--- config.mk ---
export PLATFORM = sky130hd
export DESIGN_NAME = hazard_ctrl
export DESIGN_NICKNAME = d
export VERILOG_FILES = /design/src/rtl/hazard_ctrl_pkg.sv /design/src/rtl/hazard_md_seq.sv /design/src/rtl/hazard_ctrl.sv
export SDC_FILE = /design/constraint.sdc
export NUM_CORES = 1
export LEC_CHECK = 0
export ABC_CLOCK_PERIOD_IN_PS = 5840
export CAP_MARGIN = 30
export CELL_PAD_IN_SITES_DETAIL_PLACEMENT = 1
export CELL_PAD_IN_SITES_GLOBAL_PLACEMENT = 1
export CORE_MARGIN = 10
export CORE_UTILIZATION = 27
export CTS_BUF_LIST = sky130_fd_sc_hd__clkbuf_8
export DETAILED_ROUTE_END_ITERATION = 12
export PLACE_DENSITY_LB_ADDON = 0.1
export SLEW_MARGIN = 20
export SYNTH_ARGS = -nofsm -noshare
export SYNTH_HDL_FRONTEND = slang
export SYNTH_HIERARCHICAL = 1
export SYNTH_SLANG_ARGS = --single-unit
--- constraint.sdc ---
create_clock -name clock -period 5.84 [get_ports clock]
set_input_delay 1.168 -clock clock [delete_from_list [all_inputs] [get_ports clock]]
set_output_delay 1.168 -clock clock [all_outputs]
set_load 0.005 [all_outputs]
--- src/rtl/hazard_ctrl_pkg.sv ---
// Shared processor constants: opcodes, ALU codes and mult/div FSM encoding.
// Imported by the hazard controller and its mult/div sequencer.
package hazard_ctrl_pkg;

  localparam logic [4:0] OP_RTYPE = 5'b00000;
  localparam logic [4:0] OP_LW    = 5'b01000;

  localparam logic [4:0] ALU_MULT = 5'b00110;
  localparam logic [4:0] ALU_DIV  = 5'b00111;

  typedef enum logic {
    MD_IDLE = 1'b0,
    MD_BUSY = 1'b1
  } md_state_e;

  function automatic logic is_md_op(
    input logic [4:0] op,
    input logic [4:0] alu
  );
    return (op == OP_RTYPE) &&
           ((alu == ALU_MULT) || (alu == ALU_DIV));
  endfunction

endpackage

--- src/rtl/hazard_md_seq.sv ---
// Mult/div sequencer: start pulses, busy counter with timeout,
// release and exception reporting.
module hazard_md_seq
  import hazard_ctrl_pkg::*;
#(
  parameter int MD_TIMEOUT = 40,
  parameter int CNT_W      = 6
) (
  input  logic clock,
  input  logic reset,
  input  logic md_op,
  input  logic is_div,
  input  logic md_rdy,
  input  logic md_exc,
  output logic ctrl_mult,
  output logic ctrl_div,
  output logic hold,
  output logic rel,
  output logic exc,
  output logic busy
);

  localparam logic [CNT_W-1:0] LAST = CNT_W'(MD_TIMEOUT - 1);

  md_state_e        state;
  md_state_e        state_n;
  logic [CNT_W-1:0] cnt;
  logic [CNT_W-1:0] cnt_n;

  always_ff @(posedge clock or negedge reset) begin
    if (!reset) begin
      state <= MD_IDLE;
      cnt   <= '0;
    end else begin
      state <= state_n;
      cnt   <= cnt_n;
    end
  end

  always_comb begin
    state_n   = state;
    cnt_n     = cnt;
    ctrl_mult = 1'b0;
    ctrl_div  = 1'b0;
    hold      = 1'b0;
    rel       = 1'b0;
    exc       = 1'b0;
    unique case (state)
      MD_IDLE: begin
        if (md_op) begin
          ctrl_mult = !is_div;
          ctrl_div  = is_div;
          hold      = 1'b1;
          cnt_n     = '0;
          state_n   = MD_BUSY;
        end
      end
      MD_BUSY: begin
        if (md_rdy || (cnt == LAST)) begin
          rel     = 1'b1;
          exc     = md_rdy ? md_exc : 1'b1;
          cnt_n   = '0;
          state_n = MD_IDLE;
        end else begin
          hold = 1'b1;
          // saturate instead of wrapping
          if (cnt != '1)
            cnt_n = cnt + 1'b1;
        end
      end
      default: state_n = MD_IDLE;
    endcase
  end

  assign busy = (state == MD_BUSY);

endmodule

--- src/rtl/hazard_ctrl.sv ---
// Pipeline hazard controller: load-use stalls, branch flushes and
// mult/div sequencing merged by priority into PC/F/D/D/X/X/M controls.
module hazard_ctrl
  import hazard_ctrl_pkg::*;
#(
  parameter int MD_TIMEOUT = 40,
  parameter int CNT_W      = 6
) (
  input  logic       clock,
  input  logic       reset,
  input  logic [4:0] op_d,
  input  logic [4:0] rs_d,
  input  logic [4:0] rt_d,
  input  logic [4:0] op_x,
  input  logic [4:0] alu_x,
  input  logic [4:0] rd_x,
  input  logic       take_alt_x,
  input  logic       md_rdy,
  input  logic       md_exc,
  output logic       ctrl_mult,
  output logic       ctrl_div,
  output logic       pc_we,
  output logic       fd_we,
  output logic       dx_we,
  output logic       fd_flush,
  output logic       dx_bubble,
  output logic       xm_bubble,
  output logic       md_sel,
  output logic       md_exc_out,
  output logic       busy
);

  logic md_op;
  logic lw_x;
  logic load_use;
  logic seq_mult;
  logic seq_div;
  logic hold;
  logic rel;
  logic exc;
  logic seq_busy;
  logic unused_op_d;

  // hazard detection is conservative, so the D opcode is not needed
  assign unused_op_d = ^op_d;

  assign md_op    = is_md_op(op_x, alu_x);
  assign lw_x     = (op_x == OP_LW);
  assign load_use = lw_x && (rd_x != 5'd0) &&
                    ((rd_x == rs_d) || (rd_x == rt_d));

  hazard_md_seq #(
    .MD_TIMEOUT(MD_TIMEOUT),
    .CNT_W     (CNT_W)
  ) u_md_seq (
    .clock    (clock),
    .reset    (reset),
    .md_op    (md_op),
    .is_div   (alu_x == ALU_DIV),
    .md_rdy   (md_rdy),
    .md_exc   (md_exc),
    .ctrl_mult(seq_mult),
    .ctrl_div (seq_div),
    .hold     (hold),
    .rel      (rel),
    .exc      (exc),
    .busy     (seq_busy)
  );

  logic f_hold;
  logic f_rel;
  logic f_flush;
  logic f_lu;

  assign f_hold  = reset && hold;
  assign f_rel   = reset && rel;
  assign f_flush = reset && !hold && !rel && take_alt_x;
  assign f_lu    = reset && !hold && !rel && !take_alt_x && load_use;

  always_comb begin
    ctrl_mult  = 1'b0;
    ctrl_div   = 1'b0;
    pc_we      = 1'b1;
    fd_we      = 1'b1;
    dx_we      = 1'b1;
    fd_flush   = 1'b0;
    dx_bubble  = 1'b0;
    xm_bubble  = 1'b0;
    md_sel     = 1'b0;
    md_exc_out = 1'b0;
    unique case (1'b1)
      f_hold: begin
        ctrl_mult = seq_mult;
        ctrl_div  = seq_div;
        pc_we     = 1'b0;
        fd_we     = 1'b0;
        dx_we     = 1'b0;
        xm_bubble = 1'b1;
      end
      f_rel: begin
        md_sel     = 1'b1;
        md_exc_out = exc;
      end
      f_flush: begin
        fd_flush  = 1'b1;
        dx_bubble = 1'b1;
      end
      f_lu: begin
        pc_we     = 1'b0;
        fd_we     = 1'b0;
        dx_bubble = 1'b1;
      end
      default: ;
    endcase
  end

  assign busy = reset && seq_busy;

endmodule

# Word-level counts from Yosys, hierarchy flattened
# Cells that the tools add are included.
# W data, S select, Z words.
word_totals:
  reg_bits: 7
  out_inout_bits: 11
  elab_cells: 61
op_classes:
  addsub: 1
  n_eq_ne: 9
  n_mux: 25
  n_bitwise: 1
  reduce_logical: 23
op_table:
  columns: ["operator", "n"]
  rows:
  - ["$mux W1", 20]
  - ["$mux W6", 3]
  - ["$pmux W6 S2", 1]
  - ["$logic_and A1 B1 Y1", 11]
  - ["$eq A5 B3 Y1 const B", 2]
  - ["$eq A5 B5 Y1", 2]
  - ["$add A6 B1 Y6 const B", 1]
  - ["$eq A6 B6 Y1 const B", 1]
  - ["$ne A6 B6 Y1 const B", 1]
  - ["$eq A5 B4 Y1 const B", 1]
  - ["$logic_not A5 Y1", 1]
  - ["$reduce_bool A5 Y1", 1]
  - ["$logic_not A1 Y1", 4]
  - ["$reduce_or A2 Y1", 2]
  - ["$logic_or A1 B1 Y1", 3]
  - ["$ne A3 B3 Y1 const B", 1]
  - ["$ne A2 B2 Y1 const B", 1]
  - ["$pmux W1 S2", 1]
  - ["$reduce_and A2 Y1", 1]
  - ["$not A1 Y1", 1]

# Longest topological paths before layout
depth:
  ltp_word: 12
  ltp_mapped: 9
  depth_no_buf: 8

# Hierarchy
# The synthesis kept the hierarchy.
by_module_without_submodules:
  columns: ["mod", "instances", "cells_each", "area_per_inst_um2", "seq_area_each_um2"]
  rows:
  - ["hazard_md_seq", 1, 61, 528.0, 175.2]
  - ["hazard_ctrl", 1, 35, 254.0, 0.0]

# Worst setup path before layout
# Ideal clock, no wire load.
synth_path:
  path_kind: "input to output"
  from: "input op_x[1]"
  to: "output pc_we"
  arrival_ps: 2837
  t_required_ps: 4672
  path_slack_ps: 1835
  cell_stages: 9
  cell_sequence: "or4_4 -> nor3b_1 -> nand2b_1 -> o21ai_0 -> nor3b_1 -> nand3b_1 -> nor3_2 -> a21oi_1 -> buf_4"
synth_via:
  elab_chain_cells: 11
synth_rtl:
  columns: ["item", "line", "source"]
  rows:
  - ["start: declaration", "hazard_ctrl.sv:14", "input logic [4:0] op_x,"]
  - ["$logic_not A5 Y1 (*)", "hazard_ctrl_pkg.sv:20", "return (op == OP_RTYPE) &&"]
  - ["$logic_and A1 B1 Y1 (*)", "hazard_ctrl_pkg.sv:20", null]
  - ["via md_op", "hazard_ctrl.sv:33", "logic md_op;"]
  - ["$mux W1 (*)", "hazard_md_seq.sv:50", "if (md_op) begin"]
  - ["$pmux W1 S2 (*)", "hazard_md_seq.sv:48", "unique case (state)"]
  - ["via hold", "hazard_ctrl.sv:38", "logic hold;"]
  - ["$logic_not A1 Y1", "hazard_ctrl.sv:78", "assign f_lu = reset && !hold && !rel && !take_alt_x && load_use;"]
  - ["$logic_and A1 B1 Y1 (4 in a row)", "hazard_ctrl.sv:78", null]
  - ["$reduce_or A2 Y1 (no line) (*)", null, null]
  - ["$mux W1 (*)", null, null]
  - ["end: declaration", "hazard_ctrl.sv:22", "output logic pc_we,"]
# Mark *: on every way through the listed nets, which the timed path passes. The rest lies on a longest branch.

# Worst setup path in the final report
layout_path:
  from: "input op_x[1]"
  to: "output fd_we"
layout_via:
  elab_chain_cells: 11
layout_rtl:
  columns: ["item", "line", "source"]
  rows:
  - ["$logic_not A5 Y1 (*)", "hazard_ctrl_pkg.sv:20", null]
  - ["$logic_and A1 B1 Y1 (*)", "hazard_ctrl_pkg.sv:20", null]
  - ["via md_op", "hazard_ctrl.sv:33", null]
  - ["$mux W1 (*)", "hazard_md_seq.sv:50", null]
  - ["$pmux W1 S2 (*)", "hazard_md_seq.sv:48", null]
  - ["via hold", "hazard_ctrl.sv:38", null]
  - ["$logic_not A1 Y1", "hazard_ctrl.sv:78", null]
  - ["$logic_and A1 B1 Y1 (4 in a row)", "hazard_ctrl.sv:78", null]
  - ["$reduce_or A2 Y1 (no line) (*)", null, null]
  - ["$mux W1 (*)", "hazard_ctrl.sv:91", "unique case (1'b1)"]
  - ["end: declaration", "hazard_ctrl.sv:23", "output logic fd_we,"]
# Marks and branches as above.

==> flow_summary.yaml <==
placement:
  place_area_sq_um: 1180
  routabilityCongestion: 0.832
  dp_hpwl_microns: 2230
  io_buffers: 40
critical_path:
  r2r_end: "u_md_seq/busy"
  arrival_ns: 3.88
  r2r_slack_ns: 4.21
  cp_data_required_time_ns: 4.67
  crit-reg2reg-launch: "u_md_seq/cnt[0]"
  crit_path_end_kind: "output port"
  worstSetupPathType: "in -> out"
  start_kind: "input port"
  r2r_cells: 4
  worstPathMaxFanout: 5
yosys:
  syn_area_per_cell_sq_um: 8.15
  synth_area_leaders: "dfrtp_1 22%, xnor2_1 11%, and2_1 4.8%"
  yosysTopAreaCellShare_pct: 22.4
  synthDistinctLibCells: 41
  async_reset_ff_share_pct: 100
  synth_edf_count: 0
  ys_warn_count: 6
  syn_area_sq_um: 782
  synth_flop_cell: "dfrtp_1"
  yosysSeqAreaShare_pct: 22.4
  synthCells: 96
  yosys.area.top_type: "dfrtp_1"
  ys_seq_elements: 7
  synth.net_count: 132
sta:
  relSlewSlack_pct: 62.3
  tns_ns: 0
  max_freq_mhz: 198
  slew_violations: 0
  fin_skew_ns: 0.00233
  final-setup-viol-count: 0
  worstMarginPinSlew_ns: 0.564
  hold_viol: 0
  grt_setup_unrepaired: "false"
  hold_ws_ns: 0.553
  min_period_ns: 5.04
  period_share_pct: 86.4
routing:
  drc: 0
  drt-vias-per-instance: 5.24
  route.antenna.remaining_nets: 0
  postRouteWirelength_microns: 2620
  num_vias: 870
  wl_per_cell_microns: 15.8
  drtIter0Drc: 34
  drt_pre_antenna_iters: 4
hold_path:
  min_from: "u_md_seq/cnt[1]"
  min_path_type: "reg -> reg"
  hold_depth: 1
  holdPathEnd: "u_md_seq/cnt[1]"
power_and_ir_drop:
  pwr-share-clk_pct: 42.5
  comb_power_share_pct: 24.7
  p_leak_nw: 0.472
  internal_power_uw: 121
  p_sw_share_pct: 21.7
  design_power_total_uw: 155
  vdd_drop_max_uv: 99.4
  power_density_nw_per_um2: 126
  power.switching_uw: 33.7
  power_frac_seq_pct: 32.8
grt:
  grt_pass1_vias: 977
  grt_pass1_wl_microns: 4230
  grt_max_degree: 15
  overflow: 0
  antenna_found_initial: 0
  gr-usage-all-layers_pct: 9.49
final_layout:
  layout_common_cells: "40 x clkdlybuf4s50_1, 10 x nand2_1, 10 x xnor2_1, 7 x dfrtp_1"
  filler_cell_count: 342
  antenna_cells: 0
  final_common_cell: "clkdlybuf4s50_1"
  fin_area_sq_um: 1230
  seq_area_sq_um: 175
  fin_nets: 172
  multi_input_area_sq_um: 556
  area_growth_pct: 56.8
  drive_gt1_share_pct: 8.89
floorplanning:
  start_util_pct: 28.4
  core-area_sq_um: 2760
  fp.dieW_microns: 73.8
  num_rows: 19
  die-area_sq_um: 5450
  io_pins: 46
  die_h_microns: 73.8
clock_tree:
  root_buffer: "clkbuf_8"
  cts_sinks: 7
  numCtsBuffers: 3
  clkLatencyLatePin_ns: 0.22
  path_clk_slew_ns: 0.04
  htreeDepth: 1
  clock_path_buffers: 2
  cts_tree: "yes"
  post_cts_buffers: 0
  ctsResizeCount: 0
  cts_hold_buf: 0
outcome:
  outcome: "completed"
job:
  max-cap-violations: 0
-- metal layers --
layer	GRT usage, %	share of wire [%]	vias to the layer above
met5	0	0	-
met4	4.14	0.95	0
met3	4.85	11	2
met2	14.8	45	33
met1	10.6	43	408
li1	-	-	427
-- through the flow --
step	instances	setup slack [ns]	utilization, %
4_1_cts	166	0.727	44.5
5_1_grt	166	0.512	44.5
3_5_place_dp	162	0.752	42.8
2_1_floorplan	96	1.83	-
3_3_place_gp	162	0.751	42.8
6_report	166	0.795	44.5
-- area by class of cell --
| cell class | count | area share [%] |
|---|---|---|
| Sequential cell | 7 | 14.3 |
| Timing Repair Buffer | 40 | 32.7 |
| Clock inverter | 1 | 0.306 |
| Inverter | 3 | 0.918 |
| Clock buffer | 3 | 3.37 |
| Multi-Input combinational cell | 81 | 45.3 |
| Tap cell | 31 | 3.16 |
-- power by group through the flow --
stage | registers (mW) | logic (mW) | clock network [mW]
after floorplan | 0.0511 | 0.0122 | 0
after global placement | 0.0513 | 0.0383 | 0
after detailed placement | 0.0515 | 0.0391 | 0
after CTS | 0.0508 | 0.0391 | 0.0670
after global routing | 0.0509 | 0.0421 | 0.0699
final | 0.0508 | 0.0384 | 0.0659
-- kinds of logic after synthesis --
family | synth area share, %
buffers and inverters | 6.56
AOI/OAI and AO/OA | 22.9
and+or+nand+nor | 35.4
DFF | 22.4
adders and majority gates | 1.60
xor gates and xnor gates | 11.2
-- critical path, stage by stage --
cell and delay, ns:
clkdlybuf4s50_1 0.40, or4_4 0.54, nor3b_1 0.35, nand2b_1 0.16
o21ai_0 0.21, nor3b_1 0.13, nand3b_1 0.12, nor3_2 0.05
a21oi_1 0.20, clkdlybuf4s50_1 0.55
-- how the worst max path moves through the flow --
stage	from	end	slack [ns]
6_report	op_x[1]	fd_we	0.80
5_1_grt	op_x[1]	fd_we	0.51
4_1_cts	op_x[1]	fd_we	0.73
3_5_place_dp	op_x[1]	fd_we	0.75
3_3_place_gp	op_x[1]	pc_we	0.75
2_1_floorplan	op_x[1]	pc_we	1.83
-- flip-flops by register name, summed over array words and instances, names as in the netlist --
name / count
u_md_seq/cnt: 6
u_md_seq/busy: 1
-- cell usage after synthesis, types with 2 or more instances --
| cell | number |
|---|---|
| nand2_1 | 10 |
| xnor2_1 | 10 |
| dfrtp_1 | 7 |
| a21oi_1 | 6 |
| and2_1 | 6 |
| and3_1 | 4 |
| nand3_1 | 4 |
| nor2_1 | 4 |
| inv_1 | 3 |
| nor3b_1 | 3 |
| o211ai_1 | 3 |
| buf_2 | 2 |
| buf_6 | 2 |
| nand2b_1 | 2 |
| o21ai_0 | 2 |
| o31ai_1 | 2 |
| or4_4 | 2 |
(Power assumes the default switching activity.)
